## src/rtl/pool_window_if.sv

```systemverilog
// Stream bundle between the raster pixel source, pool_window_gen and max_pooling.
// The master drives the pixel stream. The slave (pool_window_gen) returns the 2x2 windows.
interface pool_window_if #(
  parameter int DATA_W = 32
);
  // A pixel transfers on every clock where enable & in_valid are both high. There is
  // no ready: the source paces the stream. out_valid and frame_done are single-cycle
  // pulses, and out_tl..out_br hold their values between pulses.
  logic              enable;
  logic              in_valid;
  logic [DATA_W-1:0] in_data;
  logic              out_valid;
  logic [DATA_W-1:0] out_tl;
  logic [DATA_W-1:0] out_tr;
  logic [DATA_W-1:0] out_bl;
  logic [DATA_W-1:0] out_br;
  logic              frame_done;

  modport master (
    output enable, in_valid, in_data,
    input  out_valid, out_tl, out_tr, out_bl, out_br, frame_done
  );

  modport slave (
    input  enable, in_valid, in_data,
    output out_valid, out_tl, out_tr, out_bl, out_br, frame_done
  );
endinterface

```

## src/rtl/pool_window_gen.sv

```systemverilog
// 2x2 stride-2 window generator feeding max_pooling from a raster pixel stream.
// Defining POOL_WIN_PAD_EN zero-pads the last column when IMG_W is odd.
module pool_window_gen #(
  parameter int DATA_W = 32,
  parameter int IMG_W  = 28,
  parameter int IMG_H  = 28,
  parameter int CNT_W  = 5
) (
  input  logic          clk,
  input  logic          rst,
  pool_window_if.slave  bus
);
  localparam int AW = (IMG_W > 1) ? $clog2(IMG_W) : 1;
  localparam logic [CNT_W-1:0] COL_LAST = CNT_W'(IMG_W - 1);
  localparam logic [CNT_W-1:0] ROW_LAST = CNT_W'(IMG_H - 1);

  logic [CNT_W-1:0]  col_q, col_d;
  logic [CNT_W-1:0]  row_q, row_d;
  logic [DATA_W-1:0] hold_q, hold_d;
  logic [DATA_W-1:0] tl_q, tl_d;
  logic [DATA_W-1:0] tr_q, tr_d;
  logic [DATA_W-1:0] bl_q, bl_d;
  logic [DATA_W-1:0] br_q, br_d;
  logic              valid_q, valid_d;
  logic              fd_q, fd_d;

  logic [DATA_W-1:0] line_buf [IMG_W];
  logic              lb_we;
  logic [AW-1:0]     wr_idx;
  logic [AW-1:0]     rd_idx;
  logic              acc;
  logic              last_col;
  logic              last_row;

  assign acc      = bus.enable & bus.in_valid;
  assign last_col = (col_q == COL_LAST);
  assign last_row = (row_q == ROW_LAST);
  assign wr_idx   = col_q[AW-1:0];
  assign rd_idx   = wr_idx - AW'(1);

  always_comb begin
    col_d   = col_q;
    row_d   = row_q;
    hold_d  = hold_q;
    tl_d    = tl_q;
    tr_d    = tr_q;
    bl_d    = bl_q;
    br_d    = br_q;
    valid_d = 1'b0;
    fd_d    = 1'b0;
    lb_we   = 1'b0;
    if (acc) begin
      if (last_col) begin
        col_d = '0;
        row_d = last_row ? '0 : row_q + CNT_W'(1);
      end else begin
        col_d = col_q + CNT_W'(1);
      end
      fd_d = last_col & last_row;
      if (!row_q[0]) begin
        lb_we = 1'b1;
      end else if (!col_q[0]) begin
        hold_d = bus.in_data;
`ifdef POOL_WIN_PAD_EN
        // An odd width leaves a lone last column. Zeros never win the unsigned max downstream.
        if ((IMG_W % 2 == 1) && last_col) begin
          tl_d    = line_buf[IMG_W-1];
          tr_d    = '0;
          bl_d    = bus.in_data;
          br_d    = '0;
          valid_d = 1'b1;
        end
`endif
      end else begin
        tl_d    = line_buf[rd_idx];
        tr_d    = line_buf[wr_idx];
        bl_d    = hold_q;
        br_d    = bus.in_data;
        valid_d = 1'b1;
      end
    end
  end

  always_ff @(posedge clk) begin
    if (rst) begin
      col_q   <= '0;
      row_q   <= '0;
      hold_q  <= '0;
      tl_q    <= '0;
      tr_q    <= '0;
      bl_q    <= '0;
      br_q    <= '0;
      valid_q <= 1'b0;
      fd_q    <= 1'b0;
    end else begin
      col_q   <= col_d;
      row_q   <= row_d;
      hold_q  <= hold_d;
      tl_q    <= tl_d;
      tr_q    <= tr_d;
      bl_q    <= bl_d;
      br_q    <= br_d;
      valid_q <= valid_d;
      fd_q    <= fd_d;
    end
  end

  // The line buffer needs no reset: every even row rewrites it before an odd row reads it.
  always_ff @(posedge clk) begin
    if (!rst && lb_we) begin
      line_buf[wr_idx] <= bus.in_data;
    end
  end

  assign bus.out_valid  = valid_q;
  assign bus.out_tl     = tl_q;
  assign bus.out_tr     = tr_q;
  assign bus.out_bl     = bl_q;
  assign bus.out_br     = br_q;
  assign bus.frame_done = fd_q;
endmodule

```

## src/flat_wrapper.sv

```systemverilog
// flat-port wrapper written by rule: the top's interface ports become plain ports
module pool_window_gen_flat 
#(
  parameter int DATA_W = 32,
  parameter int IMG_W  = 28,
  parameter int IMG_H  = 28,
  parameter int CNT_W  = 5
)
  (clk, rst, bus_enable, bus_in_valid, bus_in_data, bus_out_valid, bus_out_tl, bus_out_tr, bus_out_bl, bus_out_br, bus_frame_done);
  pool_window_if #(.DATA_W(DATA_W)) bus_i ();
  input  logic clk;
  input  logic rst;
  input wire logic [$bits(bus_i.enable)-1:0] bus_enable;
  input wire logic [$bits(bus_i.in_valid)-1:0] bus_in_valid;
  input wire logic [$bits(bus_i.in_data)-1:0] bus_in_data;
  output wire logic [$bits(bus_i.out_valid)-1:0] bus_out_valid;
  output wire logic [$bits(bus_i.out_tl)-1:0] bus_out_tl;
  output wire logic [$bits(bus_i.out_tr)-1:0] bus_out_tr;
  output wire logic [$bits(bus_i.out_bl)-1:0] bus_out_bl;
  output wire logic [$bits(bus_i.out_br)-1:0] bus_out_br;
  output wire logic [$bits(bus_i.frame_done)-1:0] bus_frame_done;
  assign bus_i.enable = bus_enable;
  assign bus_i.in_valid = bus_in_valid;
  assign bus_i.in_data = bus_in_data;
  assign bus_out_valid = bus_i.out_valid;
  assign bus_out_tl = bus_i.out_tl;
  assign bus_out_tr = bus_i.out_tr;
  assign bus_out_bl = bus_i.out_bl;
  assign bus_out_br = bus_i.out_br;
  assign bus_frame_done = bus_i.frame_done;
  pool_window_gen #(.DATA_W(DATA_W), .IMG_W(IMG_W), .IMG_H(IMG_H), .CNT_W(CNT_W)) u_core (.clk(clk), .rst(rst), .bus(bus_i));
endmodule
```

## config.mk

```make
export PLATFORM = sky130hd
export DESIGN_NAME = pool_window_gen_flat
export DESIGN_NICKNAME = d
export VERILOG_FILES = /design/src/rtl/pool_window_if.sv /design/src/rtl/pool_window_gen.sv /design/src/flat_wrapper.sv
export SDC_FILE = /design/constraint.sdc
export NUM_CORES = 2
export LEC_CHECK = 0
export ABC_AREA = 1
export BUFFER_PORTS_ARGS = -buffer_cell sky130_fd_sc_hd__buf_2
export CAP_MARGIN = 25
export CORE_ASPECT_RATIO = 1.5
export CORE_MARGIN = 2
export CORE_UTILIZATION = 50
export CTS_BUF_LIST = sky130_fd_sc_hd__clkbuf_4 sky130_fd_sc_hd__clkbuf_8 sky130_fd_sc_hd__clkbuf_16
export DETAILED_ROUTE_END_ITERATION = 12
export PLACE_DENSITY_LB_ADDON = 0.3
export SLEW_MARGIN = 30
export SYNTH_ARGS = -nofsm -noshare
export SYNTH_HDL_FRONTEND = slang
export SYNTH_SLANG_ARGS = --single-unit
```

## constraint.sdc

```tcl
create_clock -name clk -period 4.7 [get_ports clk]
set_input_delay 0.94 -clock clk [delete_from_list [all_inputs] [get_ports clk]]
set_output_delay 0.94 -clock clk [all_outputs]
set_load 0.05 [all_outputs]
```

==> summary.txt <==
Worst setup path
  • Slowest cell delay on critical path: 820 ps
  • Kind of critical path: flip-flop to flip-flop
  • Length in cells of the worst reg-to-reg path: 10
  • Source of the worst register-to-register timing path: u_core.col_q[1]$_SDFFE_PP0N_
  • Cell-by-cell trace of the critical path: inv_8, ha_4, inv_8, buf_12, nand3_1, nand3_1, nand3_1, nand3_1, nand2_1, a21oi_1
  • Setup crit end kind: flip-flop
  • Combined buffer and inverter count along the critical path: 3
  • Critical path's most frequent cell: sky130_fd_sc_hd__nand3_1
  • Cell with the largest stage delay on the worst path: sky130_fd_sc_hd__dfxtp_4
  • Arr. time, crit path: 4100 ps
  • Setup slack of the worst register-to-register path: 1250 ps
  • Req. time, crit path: 5340 ps
  • Top delay family on crit path: buffers and inverters
  • Reg-to-reg endpoint: u_core.bus.out_tl[6]$_SDFFE_PP0P_
  • Critical-path maximum fanout: 59
  • Critical path startpoint category: flip-flop

Clock network
  • Clock root buffer: sky130_fd_sc_hd__clkbuf_16
  • Hold buffer count at CTS: 0
  • Number of levels in the clock H-tree: 3
  • Number of buffers inserted during clock tree synthesis: 100
  • Clock latency reported for the late side of the worst-skew pair: 720 ps
  • Clock transition at the register clock pins on the worst setup and hold paths after CTS: 70 ps
  • TritonCTS clock tree: built
  • Buffer levels on the longest clock path: 3
  • Quantity of gates resized following cts: 0
  • Number of clock sinks: 1068
  • Post-CTS setup buffer count: 0

Logic synthesis
  • Cell type contributing the most total cell area after synthesis: sky130_fd_sc_hd__edfxtp_1
  • Number of instances in the synthesized netlist: 6132
  • Fraction of post-synthesis cell area in the top cell type by area: 0.513
  • Combinational family with the most area after synthesis: simple AND/OR/NAND/NOR gates
  • XOR/XNOR Fraction of Synth Area: 0.00126
  • Yosys warns: 0
  • Synthesized area per cell: 8.56 um^2
  • Largest cells by area after synthesis: sky130_fd_sc_hd__edfxtp_1, sky130_fd_sc_hd__nand2_1, sky130_fd_sc_hd__dfxtp_1, sky130_fd_sc_hd__nand3_1, sky130_fd_sc_hd__inv_1
  • Multiplexer fraction of the synthesized cell area: 0
  • Synthesized-area fraction occupied by ao, oa, aoi and oai cells: 0.104
  • Synth Area in Simple Gates: 0.230
  • Synth Cell Area: 52500 um^2
  • Part of the Yosys area used for sequential elements: 0.578
  • Synth Net Count: 6173
  • Number of enable flip-flop cells after synthesis: 896
  • Cell variety after synth: 33
  • Most used flip-flop cell after synthesis: sky130_fd_sc_hd__edfxtp_1
  • Share of flip-flops with an asynchronous set or reset after synthesis: 0
  • FF+latch count, synth: 1068
  • Synth Area in Adders: 0.00119

Placement
  • Port Buf Inserts: 165
  • Routability Congestion: 0.902
  • Sum of net half-perimeters after detailed placement: 108000 um

Final layout
  • Area taken by flip-flops and latches: 30400 um^2
  • Proportion of layout cells with a drive suffix above 1: 0.0789
  • Total number of nets in the final design: 6114
  • Area of combinational cells with multiple inputs: 17900 um^2
  • # fillers: 9222
  • Area overhead of the layout relative to synthesis: 10.5%

Global route
  • Number of global-route vias before repair: 40801
  • Wire length of the first global-routing pass: 259000 um
  • Antenna violations before repair: 3
  • Total track usage: 0.325
  • Pin count of the biggest net entering global routing: 238
  • Overflow left after global routing: 0

Run status
  • Outcome: finished, final reports clean

Floorplanning
  • Row count: 145
  • Die outline area: 108000 um^2
  • Die width: 269 um
  • Number of top-level design ports: 166
  • Starting Density: 0.504
  • DIE HEIGHT: 401 um
  • Core ar.: 104000 um^2

Timing
  • Worst clock skew on the final layout: 19.9 ps
  • Number of pins with negative max-slew slack in the final report: 0
  • Final hold violation count: 0
  • Slew at the pin closest to its max-slew limit: 1060 ps
  • Period utilisation layout: 0.735
  • Number of setup violations in the final report: 0
  • Maximum clock frequency: 0.290 GHz
  • Final sum of negative setup slack: 0 ps
  • Relative slew slack: 0.294
  • Setup repair after global routing missed its margin: false
  • Minimum clock period after layout: 3450 ps

Min path
  • Number of instances on the worst hold path: 2
  • Hold worst-path end: u_core.bus.out_tr[24]$_SDFFE_PP0P_
  • Min-delay src: u_core.bus.out_tr[24]$_SDFFE_PP0P_
  • Hold crit path type: flip-flop to flip-flop

Route
  • DRC violations left: 0
  • Detailed Routing Iterations Pass 1: 7
  • Routed vias/inst: 5.81
  • Drt first-iter violations: 5947
  • Number of nets still failing antenna checks after routing: 0
  • Wire length reported by the detailed router: 177000 um
  • Average routed wire per standard cell: 23.4 um
  • Count of vias placed by the detailed router: 43958

Power
  • Overall power after layout: 0.0216 W
  • Leakage Power: 24.1 nW
  • Pwr per Cell Area: 372 nW/um^2
  • Worst IR Drop VDD: 287 uV

Job
  • Maximum Capacitance Violations: 0
==> cell usage in the layout (no fill, tap or decap), drive strengths merged <==
| cell | n |
|---|---|
| nand2 | 1953 |
| edfxtp | 896 |
| inv | 686 |
| nand3 | 644 |
| o21ai | 456 |
| nor2 | 369 |
| a21oi | 286 |
| buf | 256 |
| o211ai | 229 |
| dfxtp | 172 |
| clkbuf | 136 |
| clkinv | 38 |
| bufinv | 10 |
| nand4 | 8 |
| nor3 | 5 |
| ha | 5 |
| xor2 | 4 |
| diode | 3 |
| clkinvlp | 3 |
| xnor2 | 1 |
| o22ai | 1 |
| nor3b | 1 |
| a31oi | 1 |
| a211oi | 1 |
==> cells by family (layout without fill, tap and decap cells) <==
family | after synthesis | in the layout
simple gates | 2980 | 2980
buf+inv | 1100 | 1129
flops | 1068 | 1068
compound gates | 974 | 974
fa+ha+maj | 5 | 5
xor+xnor | 5 | 5
other cells | 0 | 3
==> synth_stat cells (2+ instances only) <==
master / instances
sky130_fd_sc_hd__inv_2: 5
sky130_fd_sc_hd__buf_1: 41
sky130_fd_sc_hd__nand2_1: 1951
sky130_fd_sc_hd__nor2_1: 367
sky130_fd_sc_hd__clkbuf_1: 174
sky130_fd_sc_hd__xor2_2: 2
sky130_fd_sc_hd__dfxtp_1: 172
sky130_fd_sc_hd__a21oi_1: 286
sky130_fd_sc_hd__buf_4: 37
sky130_fd_sc_hd__o211ai_1: 229
sky130_fd_sc_hd__edfxtp_1: 896
sky130_fd_sc_hd__nand3_1: 644
sky130_fd_sc_hd__nor3_1: 4
sky130_fd_sc_hd__nand2_2: 2
sky130_fd_sc_hd__ha_1: 5
sky130_fd_sc_hd__o21ai_0: 448
sky130_fd_sc_hd__buf_6: 5
sky130_fd_sc_hd__inv_1: 677
sky130_fd_sc_hd__buf_2: 159
sky130_fd_sc_hd__xor2_1: 2
sky130_fd_sc_hd__nand4_1: 8
sky130_fd_sc_hd__o21ai_1: 7
==> tightest hold or removal path: stages, from the launching register on <==
cell,delay (ps)
sky130_fd_sc_hd__dfxtp_1,310
sky130_fd_sc_hd__nand2_1,60
sky130_fd_sc_hd__a21oi_1,60
==> report_power, final <==
group / switching (W) / internal [W]
Clock: 0.00371 / 0.00489
Sequential: 0.0000184 / 0.0103
Combinational: 0.00201 / 0.000679
Total: 0.00573 / 0.0158
==> layer usage <==
layer	share of wire	GRT usage	vias up
met2	0.48	0.523	2559
li1	-	-	20142
met1	0.37	0.422	20827
met3	0.11	0.0640	428
met4	0.048	0.149	2
met5	0.000062	0	-
==> how the worst max path moves through the flow <==
stage | from | slack, ps | endpoint | cells after the start
after detailed placement | bus_enable | 850 | u_core.line_buf[4][12]$_DFFE_PP_ | 6
after global placement | bus_enable | 880 | u_core.line_buf[21][12]$_DFFE_PP_ | 6
final | u_core.col_q[1]$_SDFFE_PP0N_ | 1250 | u_core.bus.out_tl[6]$_SDFFE_PP0P_ | 10
after global routing | u_core.col_q[1]$_SDFFE_PP0N_ | 1090 | u_core.bus.out_tl[16]$_SDFFE_PP0P_ | 10
after floorplan | u_core.col_q[0]$_SDFFE_PP0N_ | 1320 | u_core.line_buf[0][0]$_DFFE_PP_ | 7
after CTS | u_core.col_q[1]$_SDFFE_PP0N_ | 1340 | u_core.bus.out_tl[29]$_SDFFE_PP0P_ | 11
==> cell type report <==
| cell class | count | share of cell area |
|---|---|---|
| flip-flops and latches | 1068 | 0.523 |
| multi-input cells | 3964 | 0.309 |
| clock inverters | 54 | 0.00967 |
| repair buffers | 256 | 0.0327 |
| clock buffers | 136 | 0.0500 |
| well taps | 1396 | 0.0301 |
| inverters | 683 | 0.0448 |
| diodes | 3 | 0.000129 |
==> metrics by stage <==
step	util	std cells	worst slack, ps	instance area [um^2]	hold slack [ps]
global placement	0.523	7366	881	54500	452
floorplan	-	6132	1320	52500	449
CTS	0.556	7556	1340	58000	468
finish	0.557	7560	1250	58000	469
global route	0.557	7557	1090	58000	483
detailed placement	0.523	7366	852	54500	458
==> state kept, by name (all words and copies together) (netlist names) <==
| register | cells |
|---|---|
| u_core.bus.out_tr | 32 |
| u_core.bus.out_tl | 32 |
| u_core.bus.frame_done | 1 |
| u_core.col_q | 5 |
| u_core.line_buf | 896 |
| u_core.bus.out_br | 32 |
| u_core.hold_q | 32 |
| u_core.row_q | 5 |
| u_core.bus.out_valid | 1 |
| u_core.bus.out_bl | 32 |
(Power assumes the default switching activity.)
